**config.mk**
```make
export PLATFORM = sky130hd
export DESIGN_NAME = fbrc_async
export DESIGN_NICKNAME = d
export VERILOG_FILES = /design/src/rtl/fbrc_pkg.sv /design/src/rtl/fbrc_stage.sv /design/src/rtl/fbrc_async.sv
export SDC_FILE = /design/constraint.sdc
export NUM_CORES = 1
export LEC_CHECK = 0
export CAP_MARGIN = 30
export CORE_AREA = 3 3 40 42
export CTS_BUF_LIST = sky130_fd_sc_hd__clkbuf_2 sky130_fd_sc_hd__clkbuf_4 sky130_fd_sc_hd__clkbuf_8
export DETAILED_ROUTE_END_ITERATION = 7
export DIE_AREA = 0 0 43 45
export DONT_BUFFER_PORTS = 1
export PLACE_DENSITY = 0.34
export RECOVER_POWER = 25
export SLEW_MARGIN = 20
export SYNTH_ARGS = -nofsm -noshare
export SYNTH_HDL_FRONTEND = slang
export SYNTH_HIERARCHICAL = 1
export SYNTH_SLANG_ARGS = --single-unit
```
**constraint.sdc**
```tcl
create_clock -name clk -period 1.1 [get_ports clk]
set_input_delay 0.11 -clock clk [delete_from_list [all_inputs] [get_ports clk]]
set_output_delay 0.11 -clock clk [all_outputs]
set_load 0.01 [all_outputs]
```
**src/rtl/fbrc_pkg.sv**
```systemverilog
// Shared constants for the fbrc ripple counter.
package fbrc_pkg;
  localparam int FBRC_DEFAULT_WIDTH = 4;
endpackage

```
**src/rtl/fbrc_stage.sv**
```systemverilog
// One ripple stage: toggles on request and flags a 1->0 transition seen on the last edge.
module fbrc_stage
  import fbrc_pkg::*;
(
  input  logic clk,
  input  logic reset,
  input  logic toggle,
  output logic q,
  output logic fell
);

  logic p;

  always_ff @(posedge clk) begin
    if (reset) begin
      q <= 1'b0;
      p <= 1'b0;
    end else begin
      p <= q;
      if (toggle) q <= ~q;
    end
  end

  // p holds the previous q, so this is high for exactly one cycle after a fall
  assign fell = p & ~q;

endmodule

```
**src/rtl/fbrc_async.sv**
```systemverilog
// Ripple up counter modelled in one clock domain; each carry costs one clock per stage.
module fbrc_async
  import fbrc_pkg::*;
#(
  parameter int WIDTH = FBRC_DEFAULT_WIDTH
) (
  output logic [WIDTH-1:0] out,
  input  logic             clk,
  input  logic             reset
);

  logic [WIDTH-1:0] q;
  logic [WIDTH-1:0] tog;

  assign tog[0] = 1'b1;

  for (genvar i = 0; i < WIDTH; i++) begin : g_stage
    if (i < WIDTH - 1) begin : g_mid
      fbrc_stage u_stage (
        .clk    (clk),
        .reset  (reset),
        .toggle (tog[i]),
        .q      (q[i]),
        .fell   (tog[i+1])
      );
    end else begin : g_top
      // The top stage's fall has no consumer, so the count wraps silently.
      logic unused_fell;
      fbrc_stage u_stage (
        .clk    (clk),
        .reset  (reset),
        .toggle (tog[i]),
        .q      (q[i]),
        .fell   (unused_fell)
      );
    end
  end

  assign out = q;

endmodule

```
==> results.toml <==
[status]
status = "finished clean"

[layout]
final_cells = 45
multi_input_area_um2 = 95.1
fin_nets = 33
drive_gt1_share_pct = 23.3
regArea_um2 = 140
post-route-util_pct = 24.6
diodes = 0
fillers = 141
area_delta_synth_final_pct = 34.6
stdcell_area_um2 = 317

[die]
die_h_um = 45
rows = 13
ios = 6
die_w_um = 43
initial_core_util_pct = 18.3
core_area_um2 = 1280
die_area_um2 = 1940

[worst_hold_path]
min_path_type = "register to register"
min_from = "g_stage[0].g_mid.u_stage/p"
hold_path_end = "g_stage[1].g_mid.u_stage/q"
hold_depth = 3

[timing]
min_period_ns = 0.805
slew_violations = 0
hold_viol_final = 0
worst_hold_slack_ns = 0.584
final.period_utilization_pct = 73.2
tns_ns = 0
setup_viol = 0
rsz0062_at_grt = "false"
fin_ws_ns = 0.295
fin_skew_ns = 0.000637
max_freq_ghz = 1.24

[drt]
drt_iter0_drc = 2
drtPass1Iterations = 2
viasPerCell = 3.36
drc = 0
drt-total-wl_um = 338
drtAntennaViolNets = 0
wire_per_inst_um = 7.51
vias = 151

[job]
cap_violations = 0

[global_route]
grt_pass1_wl_um = 572
grt_start_max_net_pins = 8
grt.total_usage_pct = 4.67
antenna_found_initial = 0
grt_pass1_vias = 136
overflow = 0

[clocking]
hold_buffers = 1
cts_inserted_buffers = 3
ctsResizeCount = 0
cts_root_buffer = "clkbuf_4"
clock-sinks = 7
post_cts_buffers = 0
cts_tree = "yes"
clk_pin_slew_worst_paths_ns = 0.05
htreeDepth = 1
cts_buffer_depth = 2
clkLatencyLatePin_ns = 0.24

[placement]
place_ws_ns = 0.313
globalplace.congestion = 0.593
hpwlAfterDp_um = 265
port_buffers = 0
placedCellCount = 40
place_area_um2 = 277

[setup_path]
crit_path_end_kind = "output pin"
path_class = "register to output pin"
critPathMaxFanout = 3
critPathBufInv = 1
startpoint_type = "register"
rr_endpoint = "g_stage[3].g_top.u_stage/q"
cp.arrival_ns = 0.70
slowest_stage = "dfxtp_1"
worst_path_largest_cell_delay_ns = 0.32
worstPathRequired_ns = 0.99
crit_chain = "buf_4"
worst-r2r-setup-slack_ns = 0.30
r2r-start = "g_stage[2].g_mid.u_stage/q"
ff2ff_path_depth = 3
crit_family = "flip-flops"

[power_and_ir_drop]
power_density_nw_per_um2 = 1840
p_total_mw = 0.581
peakVddDrop_mv = 0.607
leakagePower_nw = 0.137

[logic_synthesis]
synth_area_um2 = 235
yosys_warnings = 6
synth_fp_nets = 24
netlist_instances = 22
synth_area_per_cell_um2 = 10.7
## state kept, by name (all words and copies together) (netlist names)
name	count
g_stage.g_mid.u_stage/q	3
g_stage.g_top.u_stage/q	1
g_stage.g_mid.u_stage/p	3
## layout by cell type, fill, tap and decap left out, drive strengths merged
master and count:
and2b 3, buf 3, clkbuf 4, conb 1, dfxtp 7, dlygate4sd3 1
nor2 4, nor2b 3, xnor2 4
## worst reg2reg max path, stage by stage (launching register included)
cell	delay, ns
dfxtp_1	0.32
and2b_1	0.19
xnor2_1	0.14
nor2_1	0.05
## area by class of cell
type                       instances  share of cell area, %
timing repair buffer               4                   10.3
multi-input combinational         15                   30.0
clock buffer                       4                   9.49
sequential                         7                   44.3
tap                               15                   5.93
## report_power, final
group | switching (mW) | leakage (nW) | internal [mW]
clock | 0.0875 | 0.0184 | 0.163
sequential | 0.00571 | 0.0571 | 0.269
combinational | 0.0251 | 0.0610 | 0.0316
## worst max-delay path by stage
stage                               startpoint                    endpoint  slack [ns]  cells after the start
global route        g_stage[1].g_mid.u_stage/q                      out[1]        0.24                      1
finish              g_stage[2].g_mid.u_stage/q                      out[2]        0.29                      1
CTS                 g_stage[1].g_mid.u_stage/q                      out[1]        0.28                      1
detailed placement  g_stage[1].g_mid.u_stage/q  g_stage[2].g_mid.u_stage/q        0.31                      3
floorplan           g_stage[2].g_mid.u_stage/q  g_stage[3].g_top.u_stage/q        0.23                      3
global placement    g_stage[1].g_mid.u_stage/q  g_stage[2].g_mid.u_stage/q        0.32                      3
## metal layers
layer,track usage [%],vias up,routed length [um]
li1,-,79,-
met1,4.11,66,137
met2,5.99,6,156
met3,6.37,0,44
met4,1.81,0,0
met5,0,-,0
No activity file was read; power rests on OpenSTA's default activity.
